--- config.mk ---
export PLATFORM = sky130hd
export DESIGN_NAME = mmio_io_hub
export DESIGN_NICKNAME = d
export VERILOG_FILES = /design/src/rtl/mmio_io_hub.sv
export SDC_FILE = /design/constraint.sdc
export NUM_CORES = 1
export LEC_CHECK = 0
export CAP_MARGIN = 15
export CORE_MARGIN = 1.5
export CORE_UTILIZATION = 45
export DETAILED_ROUTE_END_ITERATION = 6
export HOLD_SLACK_MARGIN = 0.08
export PLACE_DENSITY = 0.8
export SYNTH_ARGS = -nofsm -noshare
export SYNTH_HDL_FRONTEND = slang
export SYNTH_SLANG_ARGS = --single-unit
export TNS_END_PERCENT = 10
--- constraint.sdc ---
create_clock -name CLK -period 13.55 [get_ports CLK]
set_clock_uncertainty 0.05 [all_clocks]
set_input_delay 3.3875 -clock CLK [delete_from_list [all_inputs] [get_ports CLK]]
set_output_delay 3.3875 -clock CLK [all_outputs]
set_load 0.02 [all_outputs]
--- src/rtl/mmio_io_hub.sv ---
// mmio_io_hub: memory-mapped I/O hub sitting on the CPU MMIO bus.
//   CLK, RESET             : single clock, asynchronous active-high reset
//   IOBUS_ADDR/OUT/WR      : CPU address, write data and write strobe
//   IOBUS_IN               : read data, combinational from IOBUS_ADDR
//   OUT_REGS / OUT_WE      : N_OUT 32-bit output registers and update pulses
//   IN_PORTS               : N_IN 32-bit input ports, read unregistered
//   IRQ_SRC / INTR         : rising-edge interrupt sources, registered request
//   TX_DATA/VALID/READY    : byte FIFO drain handshake
module mmio_io_hub #(
  parameter int unsigned N_OUT      = 4,
  parameter int unsigned N_IN       = 4,
  parameter int unsigned N_IRQ      = 4,
  parameter int unsigned FIFO_DEPTH = 8,
  parameter logic [31:0] OUT_BASE   = 32'h11080000,
  parameter logic [31:0] IN_BASE    = 32'h11000000,
  parameter logic [31:0] CTL_BASE   = 32'h11400000,
  parameter logic [31:0] SPACING    = 32'h00040000
) (
  input  logic                CLK,
  input  logic                RESET,
  input  logic [31:0]         IOBUS_ADDR,
  input  logic [31:0]         IOBUS_OUT,
  input  logic                IOBUS_WR,
  output logic [31:0]         IOBUS_IN,
  output logic [N_OUT*32-1:0] OUT_REGS,
  output logic [N_OUT-1:0]    OUT_WE,
  input  logic [N_IN*32-1:0]  IN_PORTS,
  input  logic [N_IRQ-1:0]    IRQ_SRC,
  output logic                INTR,
  output logic [7:0]          TX_DATA,
  output logic                TX_VALID,
  input  logic                TX_READY
);

  localparam int unsigned PW = (FIFO_DEPTH > 1) ? $clog2(FIFO_DEPTH) : 1;
  localparam int unsigned CW = PW + 1;

  localparam logic [31:0] PEND_ADDR = CTL_BASE;
  localparam logic [31:0] EN_ADDR   = CTL_BASE + SPACING;
  localparam logic [31:0] DATA_ADDR = CTL_BASE + 2 * SPACING;
  localparam logic [31:0] STAT_ADDR = CTL_BASE + 3 * SPACING;

  // Registered state
  logic [N_OUT-1:0][31:0] out_q, out_d;
  logic [N_OUT-1:0]       out_we_q, out_we_d;
  logic [N_IRQ-1:0]       hist_q, pend_q, pend_d, en_q, en_d;
  logic                   intr_q;
  logic [PW-1:0]          wptr_q, wptr_d, rptr_q, rptr_d;
  logic [CW-1:0]          count_q, count_d;
  logic                   ovf_q, ovf_d;
  logic [7:0]             mem_q [FIFO_DEPTH];

  // Address decode
  logic [N_OUT-1:0] out_hit;
  logic [N_IN-1:0]  in_hit;
  logic             wr_pend, wr_en, wr_data, wr_stat;

  always_comb begin
    out_hit = '0;
    in_hit  = '0;
    for (int unsigned i = 0; i < N_OUT; i++)
      out_hit[i] = (IOBUS_ADDR == OUT_BASE + SPACING * i);
    for (int unsigned i = 0; i < N_IN; i++)
      in_hit[i] = (IOBUS_ADDR == IN_BASE + SPACING * i);
  end

  assign wr_pend = IOBUS_WR && (IOBUS_ADDR == PEND_ADDR);
  assign wr_en   = IOBUS_WR && (IOBUS_ADDR == EN_ADDR);
  assign wr_data = IOBUS_WR && (IOBUS_ADDR == DATA_ADDR);
  assign wr_stat = IOBUS_WR && (IOBUS_ADDR == STAT_ADDR);

  // FIFO status and handshake
  logic fifo_empty, fifo_full, pop, push_ok, ovf_set;

  assign fifo_empty = (count_q == '0);
  assign fifo_full  = (count_q == CW'(FIFO_DEPTH));
  assign pop        = !fifo_empty && TX_READY;
  // A push into a full FIFO still lands when the head leaves in the same cycle.
  assign push_ok    = wr_data && (!fifo_full || pop);
  assign ovf_set    = wr_data && fifo_full && !pop;

  assign TX_VALID = !fifo_empty;
  assign TX_DATA  = mem_q[rptr_q];

  // Read mux. With the default map OUT reg i and IN port i+2 share an address;
  // the IN port is listed last so it wins the read, the OUT reg keeps the write.
  always_comb begin
    IOBUS_IN = '0;
    for (int unsigned i = 0; i < N_OUT; i++)
      if (out_hit[i]) IOBUS_IN = out_q[i];
    for (int unsigned i = 0; i < N_IN; i++)
      if (in_hit[i]) IOBUS_IN = IN_PORTS[32*i +: 32];
    if (IOBUS_ADDR == PEND_ADDR) IOBUS_IN = 32'(pend_q);
    if (IOBUS_ADDR == EN_ADDR)   IOBUS_IN = 32'(en_q);
    if (IOBUS_ADDR == STAT_ADDR)
      IOBUS_IN = {16'h0000, 8'(count_q), 5'b00000, ovf_q, fifo_full, fifo_empty};
  end

  // Next-state logic
  always_comb begin
    out_we_d = out_hit & {N_OUT{IOBUS_WR}};
    out_d    = out_q;
    for (int unsigned i = 0; i < N_OUT; i++)
      if (out_we_d[i]) out_d[i] = IOBUS_OUT;

    // W1C clear first, new edges OR'd in last so a simultaneous edge survives
    pend_d = (pend_q & ~(wr_pend ? IOBUS_OUT[N_IRQ-1:0] : '0)) | (IRQ_SRC & ~hist_q);
    en_d   = wr_en ? IOBUS_OUT[N_IRQ-1:0] : en_q;

    wptr_d  = push_ok ? wptr_q + 1'b1 : wptr_q;
    rptr_d  = pop ? rptr_q + 1'b1 : rptr_q;
    count_d = count_q;
    case ({push_ok, pop})
      2'b10:   count_d = count_q + 1'b1;
      2'b01:   count_d = count_q - 1'b1;
      default: count_d = count_q;
    endcase
    ovf_d = (ovf_q && !wr_stat) || ovf_set;
  end

  always_ff @(posedge CLK or posedge RESET) begin
    if (RESET) begin
      out_q    <= '0;
      out_we_q <= '0;
      hist_q   <= '1;  // sources already high at reset release are not edges
      pend_q   <= '0;
      en_q     <= '0;
      intr_q   <= 1'b0;
      wptr_q   <= '0;
      rptr_q   <= '0;
      count_q  <= '0;
      ovf_q    <= 1'b0;
    end else begin
      out_q    <= out_d;
      out_we_q <= out_we_d;
      hist_q   <= IRQ_SRC;
      pend_q   <= pend_d;
      en_q     <= en_d;
      intr_q   <= |(pend_q & en_q);
      wptr_q   <= wptr_d;
      rptr_q   <= rptr_d;
      count_q  <= count_d;
      ovf_q    <= ovf_d;
    end
  end

  // Storage needs no reset: emptiness is carried by the pointers and count.
  always_ff @(posedge CLK) begin
    if (push_ok) mem_q[wptr_q] <= IOBUS_OUT[7:0];
  end

  assign OUT_REGS = out_q;
  assign OUT_WE   = out_we_q;
  assign INTR     = intr_q;

endmodule

==> Word-level counts from Yosys, hierarchy flattened <==
Memories as Yosys holds them, arrays and structs flattened.
Cells that the tools add are included.
W data, S select, Z words.
{ "op_classes": {"add_sub_neg": 4, "eq_ne": 13, "muxes": 13, "bitwise": 7, "reduce_logical": 18} }
{ "ops": {"columns": ["op", "count"], "rows": [
  ["$eq A32 B29 Y1 const B", 10],
  ["$mux W32", 9],
  ["$and A4 B4 Y4", 4],
  ["$logic_and A1 B1 Y1", 9],
  ["$not A4 Y4", 2],
  ["$pmux W4 S2", 1],
  ["$add A3 B1 Y3 const B", 2],
  ["$add A4 B1 Y4 const B", 1],
  ["$eq A4 B4 Y1 const B", 1],
  ["$logic_not A1 Y1", 4],
  ["$logic_not A4 Y1", 1],
  ["$mux W4", 1],
  ["$or A4 B4 Y4", 1],
  ["$reduce_or A4 Y1", 1],
  ["$sub A4 B1 Y4 const B", 1],
  ["$eq A2 B1 Y1 const B", 1],
  ["$eq A2 B2 Y1 const B", 1],
  ["$logic_or A1 B1 Y1", 2],
  ["$mux W1", 2],
  ["$reduce_bool A2 Y1", 1]
]} }
{ "totals": {"register_bits": 156, "ramBits": 64, "in_bits": 200, "out_inout_bits": 174, "elab_cells": 69, "n_memories": 1} }
{ "mem_list": {"columns": ["memory", "words", "width", "rd", "rd_clocked_by_memory_dff", "wr", "line_no", "text"], "rows": [
  ["mem_q", 8, 8, 1, 0, 1, "51", "logic [7:0] mem_q [FIFO_DEPTH];"]
]} }

==> Longest topological paths before layout <==
{ "logic_depth": {"depth_word": 10, "mapped_depth": 12, "depth_no_buf": 11} }

==> Worst setup path after synthesis <==
No wires, ideal clock.
{ "synth_timing": {"kind": "input to output", "from": "input IOBUS_ADDR[21]", "to": "output IOBUS_IN[9]", "t_arrival_ps": 5196, "t_required_ps": 10112, "path_slack_ps": 4917, "path_stages": 4, "path_buffers": 1, "path_cell_list": "or4b_2 clkbuf_1 or3_1 o31ai_1"} }
{ "synth_between": {"elab_chain_cells": 10, "elab_cells_between_ends": 18, "classes_between": "eq/ne: 9; mux: 9"} }
{ "synth_lines": {"columns": ["item", "line_no", "text"], "rows": [
  ["start: declaration", "21", "input logic [31:0] IOBUS_ADDR,"],
  ["$eq A32 B29 Y1", "62", "out_hit[i] = (IOBUS_ADDR == OUT_BASE + SPACING * i);"],
  ["$mux W32 (2 in a row)", "90", "if (out_hit[i]) IOBUS_IN = out_q[i];"],
  ["$mux W32 (4 in a row)", "92", "if (in_hit[i]) IOBUS_IN = IN_PORTS[32*i +: 32];"],
  ["$mux W32", "93", "if (IOBUS_ADDR == PEND_ADDR) IOBUS_IN = 32'(pend_q);"],
  ["$mux W32", "94", "if (IOBUS_ADDR == EN_ADDR) IOBUS_IN = 32'(en_q);"],
  ["$mux W32 *", "95", "if (IOBUS_ADDR == STAT_ADDR)"],
  ["end: declaration", "24", "output logic [31:0] IOBUS_IN,"]
]} }
Mark *: on every way between the ends. The rest lies on a longest branch, timed or not.

==> Worst setup path in the final report <==
{ "layout_timing": {"from": "input IOBUS_ADDR[22]", "to": "output IOBUS_IN[5]"} }
The elaborated chain is that of the path after synthesis.

==> impl_metrics.csv <==
group,metric,value,unit
run_status,status,"complete, no violations",
worst_hold_path,min_to,"OUT_REGS[30]$_DFFE_PP0P_",
place,dp_hpwl,25800,um
timing,fin_setup_tns,0,ps
flow_run,drv_cap,0,
global_route,grt_usage,28.0,%
clock_tree,cts_sinks,220,
pwr,peakVddDrop,0.0839,mV
clock_tree,cts_resized,0,
drt,drc,0,
worst_setup_path,crit_arrival,7010,ps
clock_tree,cts_buffers,23,
pwr,leakagePower,0.00616,uW
synthesis,syn_nets,1049,
floorplan,row_count,56,
pwr,p_per_area,107,mW/mm2
timing,worst_slack,3100,ps
timing,rsz0062_at_grt,"no",
clock_tree,cts_tree,"done",
timing,timing.slew.headroom,25.2,%
floorplan,io_pins,374,
synthesis,ys_types,70,
worst_setup_path,reg2reg_depth,10,
synthesis,synth_top_cell_area_share,35.2,%
floorplan,start_util,45.9,%
finish,nets,1398,
timing,tightest_slew,1120,ps
floorplan,die-height,158,um
worst_setup_path,crit_slowest_cell,"a211oi_4",
clock_tree,clk_path_buf_depth,3,
synthesis,synth_area,0.0108,mm2
synthesis,ys_async_sr_fraction,70.9,%
worst_setup_path,r2r_setup_slack,10870,ps
worst_setup_path,crit_buf_inv,2,
global_route,grt_max_degree,86,
synthesis,synth-edff-count,64,
drt,vias,8692,
finish,drive_gt1_share,19.0,%
worst_setup_path,worstPathMaxFanout,22,
place,io_buffers,373,
clock_tree,cts-root-buf,"clkbuf_16",
timing,min_period,10450,ps
clock_tree,insertion_delay,490,ps
drt,vias_per_cell,5.68,
timing,whs,439,ps
global_route,grt_pass1_wl,52400,um
timing,finalCritPeriodShare,77.1,%
drt,first_pass_iters,5,
worst_setup_path,cpMostUsedCell,"clkdlybuf4s50_1",
finish,nFillCells,1811,
place,pre_cts_ws,3050,ps
worst_hold_path,hp-class,"flop to flop",
global_route,grt_pass1_vias,8928,
global_route,grt_antenna_before_repair,2,
worst_setup_path,required,10110,ps
worst_setup_path,slowest_delay,960,ps
floorplan,die_x,158,um
worst_hold_path,min-delay-start,"OUT_REGS[30]$_DFFE_PP0P_",
floorplan,coreArea,0.0235,mm2
worst_setup_path,regToRegEndpoint,"count_q[3]$_DFFE_PP0P_",
synthesis,yosysMostFrequentCell,"dfrtp_1",
timing,clock.fmax,0.0957,GHz
drt,drt_iter0_markers,550,
synthesis,synth_warnings,0,
timing,hold_viol_final,0,
synthesis,yosys_most_used_dff,"dfrtp_1",
global_route,grt-ovfl-total,0,
timing,setup_viol,0,
clock_tree,postCtsHoldBufs,0,
synthesis,synth_area_leaders,"dfrtp_1 35%, edfxtp_1 18%, mux2_2 11%",
synthesis,avgSynthCellArea,12.8,um2
worst_setup_path,critPathCaptureType,"primary output",
drt,avgRoutedWirePerCell,23.1,um
finish,area_growth,43.9,%
worst_hold_path,hold_path_depth,1,
clock_tree,clk_pin_slew,60,ps
synthesis,synthCells,844,
worst_setup_path,startpoint_type,"primary input",
drt,ant_nets,0,
worst_setup_path,r2r-start,"count_q[0]$_DFFE_PP0P_",
worst_setup_path,critical_path.top_delay_family,"buffers and inverters",
worst_setup_path,critical_path_class,"primary input to primary output",
place,gp_congestion,0.910,
clock_tree,post_cts_buffers,0,
synthesis,synth-seq-cells,220,
synthesis,synth_common_cells,"152 x dfrtp_1, 106 x mux2_2, 70 x nand2_1, 64 x edfxtp_1",
worst_setup_path,worstPathCellList,"clkdlybuf4s50_1, or4_1, nor2_1, a211oi_4, nand3_1, o211ai_1, clkdlybuf4s50_1",
synthesis,yosysTopAreaCell,"dfrtp_1",
clock_tree,cts.htree.levels,1,
floorplan,dieArea,0.0250,mm2
drt,routed_wl,35400,um
timing,slew_viol_final,0,
synthesis,seq_area_frac_synth,53.9,%
==> report_power, final <==
group	switching (uW)	internal, uW
Sequential	34.4	696
Combinational	126	178
Clock	258	377
==> flip-flops by register name, indices dropped and copies added (netlist names) <==
| signal | flops |
|---|---|
| OUT_REGS | 128 |
| mem_q | 64 |
| OUT_WE | 4 |
| count_q | 4 |
| en_q | 4 |
| hist_q | 4 |
| pend_q | 4 |
| rptr_q | 3 |
| wptr_q | 3 |
| INTR | 1 |
| ovf_q | 1 |
==> placed cells by master (no fill, tap or decap), types with 23 or more instances in the layout <==
master | synthesis | layout
clkdlybuf4s50_1 | 0 | 373
dfrtp_1 | 152 | 152
mux2_2 | 106 | 106
nand2_1 | 70 | 70
edfxtp_1 | 64 | 64
a22oi_1 | 34 | 34
a21oi_1 | 32 | 32
nand3_1 | 31 | 31
mux2_4 | 30 | 30
o21ai_0 | 28 | 28
o211ai_1 | 25 | 25
clkbuf_16 | 0 | 23
==> through the flow <==
| step | util (%) | total power, uW | cell area [um2] | instances |
|---|---|---|---|---|
| 2_1_floorplan | - | 897 | 10800 | 844 |
| 3_3_place_gp | 62.7 | 1030 | 14800 | 1485 |
| 3_5_place_dp | 62.7 | 1040 | 14800 | 1485 |
| 4_1_cts | 65.9 | 1670 | 15500 | 1527 |
| 5_1_grt | 66.1 | 1730 | 15600 | 1531 |
| 6_report | 66.1 | 1670 | 15600 | 1531 |
==> final cells by class <==
class / count / area (um2) / area share, %
sequential: 220 / 5830 / 37.5
multi-input combinational: 546 / 4650 / 29.9
timing repair buffer: 388 / 3870 / 24.9
clock buffer: 31 / 616 / 3.96
tap: 319 / 399 / 2.56
clock inverter: 11 / 134 / 0.860
inverter: 14 / 57.6 / 0.370
antenna: 2 / 5.00 / 0.0322
==> worst max-delay path by stage <==
stage,start,to,slack [ps],depth (start not counted)
after detailed placement,IOBUS_ADDR[18],IOBUS_IN[12],3050,7
after global placement,IOBUS_ADDR[18],IOBUS_IN[7],3130,8
after global routing,IOBUS_ADDR[18],IOBUS_IN[5],2920,8
after CTS,IOBUS_ADDR[18],IOBUS_IN[12],3050,7
after floorplan,IOBUS_ADDR[21],IOBUS_IN[9],4920,4
final,IOBUS_ADDR[22],IOBUS_IN[5],3100,7
==> logic make-up (layout without fill, tap and decap cells) <==
kind of cell             Yosys count  in the layout  synth area share [%]
flip-flops                       220            220                  53.9
AND/OR/NAND/NOR                  185            185                  9.51
AO/OA/AOI/OAI                    181            181                  11.6
multiplexers                     168            168                  20.2
buffers and inverters             78            444                  3.54
XOR/XNOR                           7              7                 0.567
adder cells (fa/ha/maj)            5              5                 0.648
other                              0              2                     0
==> routing by layer <==
metal	wire length (um)	vias to the layer above	track usage [%]	share of wire (%)
met5	0	-	0	0
met4	1430	0	12.0	4.1
met3	2340	76	4.74	6.6
met2	18100	401	48.7	51
met1	13500	4325	34.4	38
li1	-	3890	-	-
Note: power is estimated with default switching activity, not from simulation.
